<file path="src/rtl/conv_viterbi_codec_pkg.sv">
// Shared constants and trellis helpers for the K=3, rate 1/2 (7,5) codec.
package conv_viterbi_codec_pkg;

  localparam int unsigned K       = 3;
  localparam int unsigned NSTATES = 4;
  localparam logic [K-1:0] G0     = 3'b111;  // octal 7
  localparam logic [K-1:0] G1     = 3'b101;  // octal 5

  typedef enum logic [1:0] {StIdle, StRun, StDrain} dec_state_e;

  // Encoder output {g0,g1} for state {s1,s0} and input bit.
  function automatic logic [1:0] exp_sym(logic [1:0] st, logic in_bit);
    logic [K-1:0] r;
    r = {in_bit, st};
    return {^(r & G0), ^(r & G1)};
  endfunction

  // Hamming distance between two 2-bit symbols.
  function automatic logic [1:0] hamming(logic [1:0] a, logic [1:0] b);
    return {1'b0, a[1] ^ b[1]} + {1'b0, a[0] ^ b[0]};
  endfunction

  // Predecessor of next state {b,s1} whose oldest bit was y.
  function automatic logic [1:0] pred_state(logic [1:0] ns, logic y);
    return {ns[0], y};
  endfunction

endpackage

</file>
<file path="src/rtl/conv_viterbi_codec_convolution.sv">
// Rate 1/2, K=3 convolutional encoder with registered output.
module conv_viterbi_codec_convolution
  import conv_viterbi_codec_pkg::*;
(
  input  logic       clk_i,
  input  logic       rst_i,
  input  logic       valid_i,
  input  logic       data_i,
  output logic       valid_o,
  output logic [1:0] data_o
);

  logic [1:0] state_q;

  // Shift register and output symbol; everything holds while valid_i is low.
  always_ff @(posedge clk_i) begin
    if (rst_i) begin
      state_q <= 2'b00;
      valid_o <= 1'b0;
      data_o  <= 2'b00;
    end else begin
      valid_o <= valid_i;
      if (valid_i) begin
        data_o  <= exp_sym(state_q, data_i);
        state_q <= {data_i, state_q[1]};
      end
    end
  end

endmodule

</file>
<file path="src/rtl/conv_viterbi_codec_viterbi.sv">
// 4-state hard-decision Viterbi decoder, register-exchange survivors.
module conv_viterbi_codec_viterbi
  import conv_viterbi_codec_pkg::*;
#(
  parameter int unsigned TbDepth = 16,
  parameter int unsigned PmW     = 6
) (
  input  logic       clk_i,
  input  logic       rst_i,
  input  logic       valid_i,
  input  logic [1:0] data_i,
  output logic       valid_o,
  output logic       data_o
);

  localparam int unsigned CntW    = $clog2(TbDepth + 1);
  localparam logic [CntW-1:0] CntFull = CntW'(TbDepth);
  localparam logic [PmW-1:0]  PmInit  = PmW'(8);

  typedef logic [PmW-1:0]     pm_t;
  typedef logic [TbDepth-1:0] surv_t;

  dec_state_e      state_q, state_d;
  pm_t             pm_q [NSTATES];
  pm_t             pm_d [NSTATES];
  surv_t           surv_q [NSTATES];
  surv_t           surv_d [NSTATES];
  logic [CntW-1:0] cnt_q, cnt_d;
  surv_t           drain_q, drain_d;
  logic            valid_o_d, data_o_d;

  pm_t        pm_old [NSTATES];
  surv_t      surv_old [NSTATES];
  pm_t        pm_sum [NSTATES];
  surv_t      surv_new [NSTATES];
  logic       top_bit [NSTATES];
  pm_t        pm_min, pm_cur_min, m0, m1;
  logic [1:0] ns_v, p0, p1, pred, best_new, best_cur;
  surv_t      aligned;

  // Add-compare-select; a frame start feeds the initial metrics straight in.
  always_comb begin
    ns_v = 2'b00; p0 = 2'b00; p1 = 2'b00; pred = 2'b00; m0 = '0; m1 = '0;
    for (int s = 0; s < NSTATES; s++) begin
      pm_old[s]   = (state_q == StIdle) ? ((s == 0) ? '0 : PmInit) : pm_q[s];
      surv_old[s] = (state_q == StIdle) ? '0 : surv_q[s];
    end
    for (int s = 0; s < NSTATES; s++) begin
      ns_v = 2'(s);
      p0   = pred_state(ns_v, 1'b0);
      p1   = pred_state(ns_v, 1'b1);
      m0   = pm_old[p0] + PmW'(hamming(data_i, exp_sym(p0, ns_v[1])));
      m1   = pm_old[p1] + PmW'(hamming(data_i, exp_sym(p1, ns_v[1])));
      // Strict compare so the lower-numbered predecessor wins ties.
      pred        = (m1 < m0) ? p1 : p0;
      pm_sum[s]   = (m1 < m0) ? m1 : m0;
      surv_new[s] = {surv_old[pred][TbDepth-2:0], ns_v[1]};
      top_bit[s]  = surv_old[pred][TbDepth-1];
    end
    pm_min   = pm_sum[0];
    best_new = 2'b00;
    pm_cur_min = pm_q[0];
    best_cur   = 2'b00;
    for (int s = 1; s < NSTATES; s++) begin
      if (pm_sum[s] < pm_min) begin
        pm_min   = pm_sum[s];
        best_new = 2'(s);
      end
      if (pm_q[s] < pm_cur_min) begin
        pm_cur_min = pm_q[s];
        best_cur   = 2'(s);
      end
    end
    // Oldest still-undecided bit of the best path moved to the MSB.
    aligned = surv_q[best_cur] << (CntFull - cnt_q);
  end

  // Frame control: accept symbols, emit steady decisions, then drain.
  always_comb begin
    state_d   = state_q;
    pm_d      = pm_q;
    surv_d    = surv_q;
    cnt_d     = cnt_q;
    drain_d   = drain_q;
    valid_o_d = 1'b0;
    data_o_d  = data_o;
    unique case (state_q)
      StIdle, StRun: begin
        if (valid_i) begin
          for (int s = 0; s < NSTATES; s++) begin
            pm_d[s]   = pm_sum[s] - pm_min;
            surv_d[s] = surv_new[s];
          end
          if (cnt_q == CntFull) begin
            valid_o_d = 1'b1;
            data_o_d  = top_bit[best_new];
          end else begin
            cnt_d = cnt_q + 1'b1;
          end
          state_d = StRun;
        end else if (state_q == StRun) begin
          // First drained bit goes out in the frame-end cycle itself.
          valid_o_d = 1'b1;
          data_o_d  = aligned[TbDepth-1];
          drain_d   = aligned << 1;
          cnt_d     = cnt_q - 1'b1;
          state_d   = (cnt_q == CntW'(1)) ? StIdle : StDrain;
        end
      end
      StDrain: begin
        valid_o_d = 1'b1;
        data_o_d  = drain_q[TbDepth-1];
        drain_d   = drain_q << 1;
        cnt_d     = cnt_q - 1'b1;
        if (cnt_q == CntW'(1)) state_d = StIdle;
      end
      default: state_d = StIdle;
    endcase
  end

  // State registers.
  always_ff @(posedge clk_i) begin
    if (rst_i) begin
      state_q <= StIdle;
      cnt_q   <= '0;
      drain_q <= '0;
      valid_o <= 1'b0;
      data_o  <= 1'b0;
      for (int s = 0; s < NSTATES; s++) begin
        pm_q[s]   <= '0;
        surv_q[s] <= '0;
      end
    end else begin
      state_q <= state_d;
      cnt_q   <= cnt_d;
      drain_q <= drain_d;
      valid_o <= valid_o_d;
      data_o  <= data_o_d;
      pm_q    <= pm_d;
      surv_q  <= surv_d;
    end
  end

endmodule

</file>
<file path="src/rtl/conv_viterbi_codec.sv">
// Codec top: encoder and decoder side by side, wired to the pins.
module conv_viterbi_codec
  import conv_viterbi_codec_pkg::*;
#(
  parameter int unsigned TB_DEPTH = 16,
  parameter int unsigned PM_W     = 6
) (
  input  logic       CLK,
  input  logic       RST,
  input  logic       valid_i,
  input  logic       data_i,
  output logic       valid_e,
  output logic [1:0] data_e,
  input  logic       valid_d,
  input  logic [1:0] data_r,
  output logic       valid_o,
  output logic       data_o
);

  conv_viterbi_codec_convolution u_convolution (
    .clk_i   (CLK),
    .rst_i   (RST),
    .valid_i (valid_i),
    .data_i  (data_i),
    .valid_o (valid_e),
    .data_o  (data_e)
  );

  conv_viterbi_codec_viterbi #(
    .TbDepth (TB_DEPTH),
    .PmW     (PM_W)
  ) u_viterbi (
    .clk_i   (CLK),
    .rst_i   (RST),
    .valid_i (valid_d),
    .data_i  (data_r),
    .valid_o (valid_o),
    .data_o  (data_o)
  );

endmodule

</file>
<file path="config.mk">
export PLATFORM = sky130hd
export DESIGN_NAME = conv_viterbi_codec
export DESIGN_NICKNAME = d
export VERILOG_FILES = /design/src/rtl/conv_viterbi_codec_pkg.sv /design/src/rtl/conv_viterbi_codec_convolution.sv /design/src/rtl/conv_viterbi_codec_viterbi.sv /design/src/rtl/conv_viterbi_codec.sv
export SDC_FILE = /design/constraint.sdc
export NUM_CORES = 1
export LEC_CHECK = 0
export ABC_AREA = 1
export BUFFER_PORTS_ARGS = -buffer_cell sky130_fd_sc_hd__buf_2
export CAP_MARGIN = 20
export CELL_PAD_IN_SITES_DETAIL_PLACEMENT = 2
export CELL_PAD_IN_SITES_GLOBAL_PLACEMENT = 2
export CORE_AREA = 2 2 169 171
export CTS_BUF_LIST = sky130_fd_sc_hd__clkbuf_4 sky130_fd_sc_hd__clkbuf_8
export DETAILED_ROUTE_END_ITERATION = 6
export DIE_AREA = 0 0 171 173
export PLACE_DENSITY = 0.86
export SLEW_MARGIN = 20
export SYNTH_ARGS = -nofsm -noshare
export SYNTH_HDL_FRONTEND = slang
export SYNTH_SLANG_ARGS = --single-unit
</file>
<file path="constraint.sdc">
create_clock -name CLK -period 8.9 [get_ports CLK]
set_clock_uncertainty 0.1 [all_clocks]
set_input_delay 0.89 -clock CLK [delete_from_list [all_inputs] [get_ports CLK]]
set_output_delay 0.89 -clock CLK [all_outputs]
set_load 0.01 [all_outputs]
</file>
Yosys cells after proc, flatten, opt, wreduce, memory -nomap -nowiden
Cells that the tools add are included.
Widths: inputs -> output; s select.

operators by class
  shifts and indexed selects = 1
  reduce and logical (&&, ||, !) cells = 10
  eq/ne operators = 10
  muxes and demuxes = 65
  order comparisons = 16
  add/subtract/negate cells = 19
  bitwise operators = 8

operators by type and width
  kind                 number
  $mux 16              16
  $bmux 16 s2          5
  $mux 6               13
  $lt 6x6->1           10
  $add 6x2->6          8
  $pmux 16 s2          1
  $sub 6x6->6          4
  $ge 3x3->1 const B   6
  $not 2->3            6
  $mux 2               8
  $shl 16x5->16        1
  $mux 5               3
  $mux 1               14
  $pmux 5 s2           1
  $reduce_and 3->1     3
  $add 1x1->2          4
  $ne 3x2->1 const B   2
  $reduce_xor 3->1     2
  $add 5x1->5 const B  1
  $eq 5x1->1 const B   1
  $eq 5x5->1 const B   1
  $sub 5x1->5 const B  1
  $sub 5x5->5 const A  1
  $ne 2x1->1 const B   2
  12 further kinds     15

word-level totals
  input bits = 7
  word-level logic and storage cells = 145
  flip-flop bits (word level) = 116
  output and inout bits = 5

Logic depth before layout (Yosys ltp)
Gate-level depths: netlist (run 1).

  depth in word-level cells = 18
  mapped depth = 62
  depth with buffers taken out = 57

By module
Synthesis (run 1) repeated with hierarchy kept, for this count alone.

second synthesis, totals
  cells, all modules = 1617
  area, all modules = 10065.9 um^2

modules (own cells, without submodules)
  module                          cells each  instances  area an instance (um^2)  sequential area each (um^2)
  conv_viterbi_codec_viterbi      1589        1          9870.7                   2122.0
  conv_viterbi_codec_convolution  28          1          195.2                    100.1

Least setup slack after synthesis (run 1)
Ideal clock, no wire load.

  kind = reg2reg
  start point = reg u_viterbi.state_q[0]
  end point = reg u_viterbi.pm_q[5] in the netlist's numbering
  library setup time = 109 ps
  path buffers = 8
  stages on the path, launching flop included = 58
  clock period less this slack = 7840 ps
  data required time = 8691 ps
  arrival = 7631 ps
  slack = 1060 ps
  path through = dfxtp_1 -> nor2_4 -> buf_6 -> buf_6 -> clkbuf_1 -> buf_1 -> nor2_1 -> ha_1 -> inv_1 -> fa_1 -> inv_1 -> ha_1 -> nand2_1 -> nand2_1 -> nand2_1 -> nand2_1 -> nand3_1 -> nand3_1 -> [... 22 more ...] -> inv_1 -> ha_1 -> nand2_1 -> nor2_2 -> nand3_2 -> nand3_4 -> buf_6 -> nor2_1 -> a31oi_1 -> ha_1 -> inv_1 -> nor2_1 -> a21oi_1 -> nand2_1 -> nand2_1 -> nand3_1 -> nand2_1 -> inv_1

between the ends
  word-level cells in the longest chain between the ends = 12
  elaborated cells on any way between the ends = 31
  those cells by class = 9 x add/sub; 7 x order compare; 1 x eq/ne; 11 x mux; 3 x reduce/logical

RTL lines
  element                                line                                                                source
  start: declaration                     conv_viterbi_codec_viterbi.sv:23                                    dec_state_e state_q, state_d;
  start signal: assignment               conv_viterbi_codec_viterbi.sv:124                                   state_q <= StIdle;
  start signal: assignment               conv_viterbi_codec_viterbi.sv:134                                   state_q <= state_d;
  $logic_not 2->1                        conv_viterbi_codec_viterbi.sv:45, conv_viterbi_codec_viterbi.sv:87
  $mux 6                                 conv_viterbi_codec_viterbi.sv:45                                    pm_old[s] = (state_q == StIdle) ? ((s == 0) ? '0 : PmInit) : pm_q[s];
  $add 6x2->6, on equally long branches  conv_viterbi_codec_viterbi.sv:53, conv_viterbi_codec_viterbi.sv:52
  $lt 6x6->1                             conv_viterbi_codec_viterbi.sv:56                                    pm_sum[s] = (m1 < m0) ? m1 : m0;
  $mux 6                                 conv_viterbi_codec_viterbi.sv:56
  $lt 6x6->1                             conv_viterbi_codec_viterbi.sv:65                                    if (pm_sum[s] < pm_min) begin
  $mux 6                                 conv_viterbi_codec_viterbi.sv:65
  $lt 6x6->1                             conv_viterbi_codec_viterbi.sv:65
  $mux 6                                 conv_viterbi_codec_viterbi.sv:65
  $lt 6x6->1                             conv_viterbi_codec_viterbi.sv:65
  $mux 6                                 conv_viterbi_codec_viterbi.sv:65
  $sub 6x6->6                            conv_viterbi_codec_viterbi.sv:91                                    pm_d[s] = pm_sum[s] - pm_min;
  end signal: assignment                 conv_viterbi_codec_viterbi.sv:139                                   pm_q <= pm_d;
  end: declaration                       conv_viterbi_codec_viterbi.sv:24                                    pm_t pm_q [NSTATES];

Parallel ways exist; a longest one is shown, timed or not.
A chain may end at the register's enable or synchronous reset.

Worst setup path in the final report (run 1)
  start point = in data_r[0]
  end point = reg u_viterbi.pm_q[17] in the netlist's numbering

between the ends
  word-level cells in the longest chain between the ends = 12
  elaborated cells on any way between the ends = 28
  those cells by class = 13 x add/sub; 7 x order compare; 7 x mux; 1 x bitwise

RTL lines
  element              line                              source
  start: declaration   conv_viterbi_codec.sv:15          input logic [1:0] data_r,
  $not 1->1 (no line)  --
  $add 1x1->2          conv_viterbi_codec_pkg.sv:20      return {1'b0, a[1] ^ b[1]} + {1'b0, a[0] ^ b[0]};
  $add 6x2->6          conv_viterbi_codec_viterbi.sv:53  m1 = pm_old[p1] + PmW'(hamming(data_i, exp_sym(p1, ns_v[1])));
  $lt 6x6->1           conv_viterbi_codec_viterbi.sv:56
  $mux 6               conv_viterbi_codec_viterbi.sv:56
  $lt 6x6->1           conv_viterbi_codec_viterbi.sv:65
  $mux 6               conv_viterbi_codec_viterbi.sv:65
  $lt 6x6->1           conv_viterbi_codec_viterbi.sv:65
  $mux 6               conv_viterbi_codec_viterbi.sv:65
  $lt 6x6->1           conv_viterbi_codec_viterbi.sv:65
  $mux 6               conv_viterbi_codec_viterbi.sv:65
  $sub 6x6->6 *        conv_viterbi_codec_viterbi.sv:91

Every way passes the cells marked *; elsewhere a longest branch is shown, timed or not.

==> flow_summary.yaml, run 1 <==
place:
  portBuffers: 11
  hpwl_um: 30800
  post-place-cells: 1946
  routabilityCongestion: 0.910
detailed_routing:
  antenna_left: 0
  drc: 0
  drt-total-wl_um: 39300
  drt_iter0_markers: 554
  vias_per_cell: 5.48
  routedWlPerCell_um: 20.0
  drt_pass1_iterations: 5
  vias: 10800
yosys:
  synth.distinct_cells: 44
  async_reset_ff_frac: 0
  synth.avg_cell_area_um2: 6.13
  yosysSeqAreaShare: 0.226
  yosys_warnings: 0
  synth-edff-count: 0
  ys_seq_elements: 111
  synthCells: 1605
  dominantRegCellSynth: "dfxtp_1"
  synth_nets: 1683
  syn-cell-area_mm2: 0.00984
global_route:
  grt_pass1_wl_um: 63300
  grt_usage: 0.270
  first_global_vias: 11700
  overflow: 0
  grt_max_degree: 68
  antenna_found_initial: 0
clock_network:
  cts_sinks: 111
  ctsHoldBuffers: 0
  cts_root_buf: "clkbuf_8"
  htreeDepth: 3
  cts_buffer_depth: 2
  cts_buffers: 9
  insertion_delay_ns: 0.41
  clkSlewWorstSetupHoldPaths_ns: 0.11
  cts_tree: "yes"
finish:
  drive_gt1_frac: 0.0719
  layout_common_cells: "nand2_1, inv_1, nor2_1"
  mostFrequentLayoutCell: "nand2_1"
  final_cells: 1963
  antenna_cells: 0
  num-nets-final: 1659
  syn_to_final_growth_pct: 6.18
floorplanning:
  core_mm2: 0.0276
  die_y_um: 173
  die_w_um: 171
  ios: 12
  start_util: 0.356
  die_area_mm2: 0.0296
  core.rowCount: 61
sta:
  hold_viol: 0
  report.final.slew_viol_count: 0
  maxSlewHeadroom: 0.426
  fin_crit_sh: 0.936
  worstMarginPinSlew_ns: 0.852
  setup_viol: 0
  layout_min_cycle_time_ns: 8.33
  fmax_mhz: 120
critical_path:
  slowest_delay_ns: 0.39
  crit_type: "in -> reg"
  cp.required_ns: 9.12
  cp_max_fo: 13
  slowest_stage: "a31oi_2"
  worst_setup_path_end_kind: "flip-flop"
  rrSetupSlack_ns: 0.66
  cpMostUsedCell: "nand2_1"
  worst_ep_arrival_time_ns: 8.55
  startpoint_type: "primary input"
job:
  drv_cap: 0
status:
  status: "complete, no violations"
min_path:
  min_path_type: "reg -> reg"
sequential cells by signal (all words and copies together), names as in the netlist:
name / flops
u_viterbi.surv_q: 58
u_viterbi.pm_q: 24
u_viterbi.drain_q: 15
u_viterbi.cnt_q: 5
u_convolution.data_o: 2
u_convolution.state_q: 2
u_viterbi.state_q: 2
u_convolution.valid_o: 1
u_viterbi.data_o: 1
u_viterbi.valid_o: 1
cells by family (layout without fill, tap and decap cells):
kind of cell / Yosys count / in the layout / synth area share
xor gates and xnor gates: 35 / 35 / 0.0312
buffers and inverters: 312 / 292 / 0.123
adders and majority gates: 71 / 71 / 0.0918
AOI/OAI and AO/OA: 361 / 361 / 0.209
muxes: 2 / 2 / 0.00204
and+or+nand+nor: 713 / 713 / 0.317
DFF: 111 / 111 / 0.226
path summary, 6_finish.rpt:
path | startpoint | to | cells after the start
max | data_r[0] | u_viterbi.pm_q[17] | 52
min | u_viterbi.drain_q[1] | u_viterbi.drain_q[1] | 2
max reg2reg | u_viterbi.state_q[0] | u_viterbi.pm_q[17] | 50
min reg2reg | u_viterbi.drain_q[1] | u_viterbi.drain_q[1] | 2
repair_timing:
action,in CTS,in global routing
resized for setup,0,7
hold endpoints to repair,0,0
buffers inserted,0,2
endpoints found under the setup margin,0,14
per-stage QoR:
stage          hold slack [ns]  setup TNS, ns  instance area (µm²)  worst slack [ns]  utilization
2_1_floorplan            0.344              0                 9840              1.06            -
3_3_place_gp             0.354              0                10200             0.344        0.370
3_5_place_dp             0.370         -0.741                10200            -0.247        0.370
4_1_cts                  0.387              0                10400             0.171        0.376
5_1_grt                  0.420        -0.0142                10400           -0.0142        0.378
6_report                 0.380              0                10400             0.569        0.378
metal layers:
| metal | share of wire | global-route usage |
|---|---|---|
| met4 | 0.027 | 0.0816 |
| met3 | 0.020 | 0.0220 |
| met2 | 0.51 | 0.497 |
| met5 | 0 | 0 |
| met1 | 0.44 | 0.329 |
cell usage after synthesis (all sizes together) (4+ instances only):
library cell	number	area, µm²
clkinv	4	15.0
ha	69	863
xnor2	8	70.1
nand4	5	31.3
clkbuf	55	206
o22ai	58	363
o21ai	173	870
xor2	27	236
nand2	349	1370
inv	243	912
a31oi	4	25.0
nand3	129	743
nor2	216	883
a21oi	69	368
dfxtp	111	2220
o21a	6	45.0
buf	10	75.1
nor3	4	20.0
o211ai	38	285
worst max-delay path: cells and delay by family:
| kind | cells | cell delay (ns) |
|---|---|---|
| fa+ha+maj | 8 | 2.39 |
| compound gates | 5 | 1.04 |
| xor+xnor | 1 | 0.20 |
| simple gates | 25 | 2.75 |
| buf+inv | 13 | 1.26 |
final cells by class:
class | instances | area (µm²)
Timing Repair Buffer | 30 | 201
Clock inverter | 5 | 33.8
Clock buffer | 10 | 138
Inverter | 247 | 927
Fill cell | 3550 | 17200
Sequential cell | 111 | 2220
Tap cell | 378 | 473
Multi-Input combinational cell | 1182 | 6450
Power of run 1 is not shown: default switching activity piles up to over one toggle a cycle in this logic, so the estimate is an artifact.
==> run 2: changes to the inputs <==
--- a/config.mk
+++ b/config.mk
@@ -5,16 +5,15 @@
 export SDC_FILE = /design/constraint.sdc
 export NUM_CORES = 1
 export LEC_CHECK = 0
-export ABC_AREA = 1
 export BUFFER_PORTS_ARGS = -buffer_cell sky130_fd_sc_hd__buf_2
 export CAP_MARGIN = 20
 export CELL_PAD_IN_SITES_DETAIL_PLACEMENT = 2
 export CELL_PAD_IN_SITES_GLOBAL_PLACEMENT = 2
-export CORE_AREA = 2 2 169 171
+export CORE_AREA = 2 2 162 164
 export CTS_BUF_LIST = sky130_fd_sc_hd__clkbuf_4 sky130_fd_sc_hd__clkbuf_8
 export DETAILED_ROUTE_END_ITERATION = 6
-export DIE_AREA = 0 0 171 173
-export PLACE_DENSITY = 0.86
+export DIE_AREA = 0 0 164 166
+export PLACE_DENSITY = 0.87
 export SLEW_MARGIN = 20
 export SYNTH_ARGS = -nofsm -noshare
 export SYNTH_HDL_FRONTEND = slang
==> flow_summary.yaml, run 2 <==
yosys:
  synthXorXnorAreaFrac: 0.0427
  synth-edff-count: 0
  async_reset_ff_frac: 0
  yosysSeqAreaShare: 0.221
  netlist.area_leader.share: 0.221
  syn-cell-area_mm2: 0.0100
  muxShareOfSynthArea: 0.154
  synth_compound_area_frac: 0.240
  dominantRegCellSynth: "dfxtp_1"
  synthAdderAreaFrac: 0.0993
  synth.distinct_cells: 98
  ys_top_cells_by_area: "dfxtp_1, mux2i_1, ha_1"
  synth.avg_cell_area_um2: 7.86
  synth.largest_area_cell: "dfxtp_1"
  synthTopCellsByCount: "nand2_1, mux2i_1, nor2_1"
  synthCells: 1278
  synth_top_family_by_area: "compound AO/OA/AOI/OAI gates"
  synth_most_common_cell: "nand2_1"
  yosys_warnings: 0
  ys_seq_elements: 111
  synth_nets: 1356
  synthSimpleGateAreaFrac: 0.189
sta:
  maxSlewHeadroom: 0.115
  report.final.slew_viol_count: 0
  hold_viol: 0
  setup_tns_ns: -40.70
  worstMarginPinSlew_ns: 1.31
  fin_ws_ns: -2.22
  rsz0062_at_grt: "yes"
  fin_crit_sh: 1.25
  setup_viol: 25
  fmax_mhz: 89.9
  layout_min_cycle_time_ns: 11.12
place:
  placedInstanceArea_mm2: 0.0115
  portBuffers: 11
  routabilityCongestion: 0.909
  hpwl_um: 34100
  post-place-ws_ns: -1.16
floorplanning:
  die_w_um: 164
  ios: 12
  core_mm2: 0.0256
  die_y_um: 166
  start_util: 0.392
  die_area_mm2: 0.0272
  core.rowCount: 59
finish:
  top_register: "u_viterbi.surv_q"
  syn_to_final_growth_pct: 30.3
  largest_registers: "u_viterbi.surv_q (58), u_viterbi.pm_q (24), u_viterbi.drain_q (15)"
  final_util: 0.511
  drive_gt1_frac: 0.297
  n_fill_cell: 2744
  final_design_area_no_fill_mm2: 0.0131
  mostFrequentLayoutCell: "buf_4"
  layout_common_cells: "buf_4, nand2_1, mux2i_1"
  num-nets-final: 1496
  largest_reg_flops: 58
critical_path:
  crit_path_end: "u_viterbi.pm_q[17]"
  reg2reg_to: "u_viterbi.pm_q[17]"
  cp.required_ns: 9.13
  slowest_delay_ns: 0.76
  worst_setup_path_end_kind: "flip-flop"
  cp_max_fo: 10
  rrSetupSlack_ns: -2.22
  cpMostUsedCell: "ha_4"
  crit_type: "reg -> reg"
  slowest_stage: "a21oi_1"
  startpoint_type: "flip-flop"
  critPathLaunch: "u_viterbi.state_q[1]"
  rr_startpoint: "u_viterbi.state_q[1]"
  rr_worst_depth: 46
  worst_ep_arrival_time_ns: 11.35
detailed_routing:
  drc: 3
  routedWlPerCell_um: 39.1
  drt_iter0_markers: 1144
  drt-total-wl_um: 68900
  vias: 12600
  vias_per_cell: 7.14
  antenna_left: 0
  drt_pass1_iterations: 7
global_route:
  antenna_found_initial: 7
  first_global_vias: 13200
  overflow: 0
  grt_usage: 0.412
  grt_max_degree: 64
  grt_pass1_wl_um: 84100
status:
  violations: "DRC, setup timing"
  status: "finished with violations"
clock_network:
  cts_buffer_depth: 2
  htreeDepth: 3
  cts_buffers: 9
  clkSlewWorstSetupHoldPaths_ns: 0.13
  cts_root_buf: "clkbuf_8"
  insertion_delay_ns: 0.42
  cts_sinks: 111
  cts_tree: "yes"
min_path:
  min_path_type: "reg -> reg"
job:
  drv_cap: 0
-- run 2: cell types whose count changed after synthesis, sizes merged, moves of 31 or more --
cell	delta
nand2	-206
inv	-190
mux2i	+133
nand3	-110
nor2	-93
o21ai	-73
o22ai	-53
xnor2	+31
-- run 2: area by class of cell --
cell class | instances | area (µm²) | share of cell area
timing repair buffer | 198 | 1570 | 0.120
inverter | 55 | 235 | 0.0180
antenna | 2 | 5.00 | 0.000382
sequential | 111 | 2220 | 0.170
clock buffer | 12 | 153 | 0.0117
multi-input combinational | 1043 | 8450 | 0.646
clock inverter | 4 | 30.0 | 0.00229
tap | 335 | 419 | 0.0320
-- run 2: cells by family (layout without fill, tap and decap cells) --
logic type | Yosys count | count (layout)
other cells | 0 | 2
buf+inv | 124 | 269
xor+xnor | 49 | 49
flops | 111 | 111
simple gates | 407 | 407
mux | 148 | 148
fa+ha+maj | 80 | 80
compound gates | 359 | 359
-- run 2: repair_timing --
item / CTS / global route
buffers inserted: 30 / 29
pin swaps: 47 / 66
resized for setup: 68 / 131
endpoints found under the setup margin: 19 / 25
hold buffers: 0 / 0
-- run 2: worst min path at each step --
| stage | slack (ns) | cells after the start | start | end |
|---|---|---|---|---|
| CTS | 0.40 | 2 | u_viterbi.drain_q[13] | u_viterbi.drain_q[13] |
| floorplan | 0.34 | 2 | u_viterbi.surv_q[1] | u_viterbi.surv_q[1] |
| global placement | 0.35 | 2 | u_viterbi.surv_q[1] | u_viterbi.surv_q[1] |
| finish | 0.40 | 2 | u_viterbi.drain_q[2] | u_viterbi.drain_q[2] |
| detailed placement | 0.38 | 2 | u_viterbi.drain_q[3] | u_viterbi.drain_q[3] |
| global route | 0.43 | 2 | u_viterbi.drain_q[4] | u_viterbi.drain_q[4] |
-- run 2: metrics by stage --
step                      cells  hold slack, ns
after global routing       1758           0.432
after global placement     1687           0.354
after CTS                  1733           0.400
after detailed placement   1687           0.379
final                      1760           0.400
after floorplan            1278           0.335
-- run 2: metal layers --
layer | GRT usage | vias to the layer above | routed length (µm)
met5 | 0 | - | 57
met4 | 0.341 | 8 | 8320
met3 | 0.118 | 561 | 6530
met2 | 0.705 | 925 | 30800
met1 | 0.410 | 6169 | 23100
li1 | - | 4911 | -
-- run 2: critical path: cells and delay by family (launching register included) --
kind	cells	cell delay, ns
xor gates and xnor gates	2	0.29
DFF	1	0.35
and+or+nand+nor	12	2.71
muxes	3	0.96
buffers and inverters	9	1.13
AOI/OAI and AO/OA	15	4.41
adders and majority gates	5	1.04
Power of run 2 is left out for the same reason.
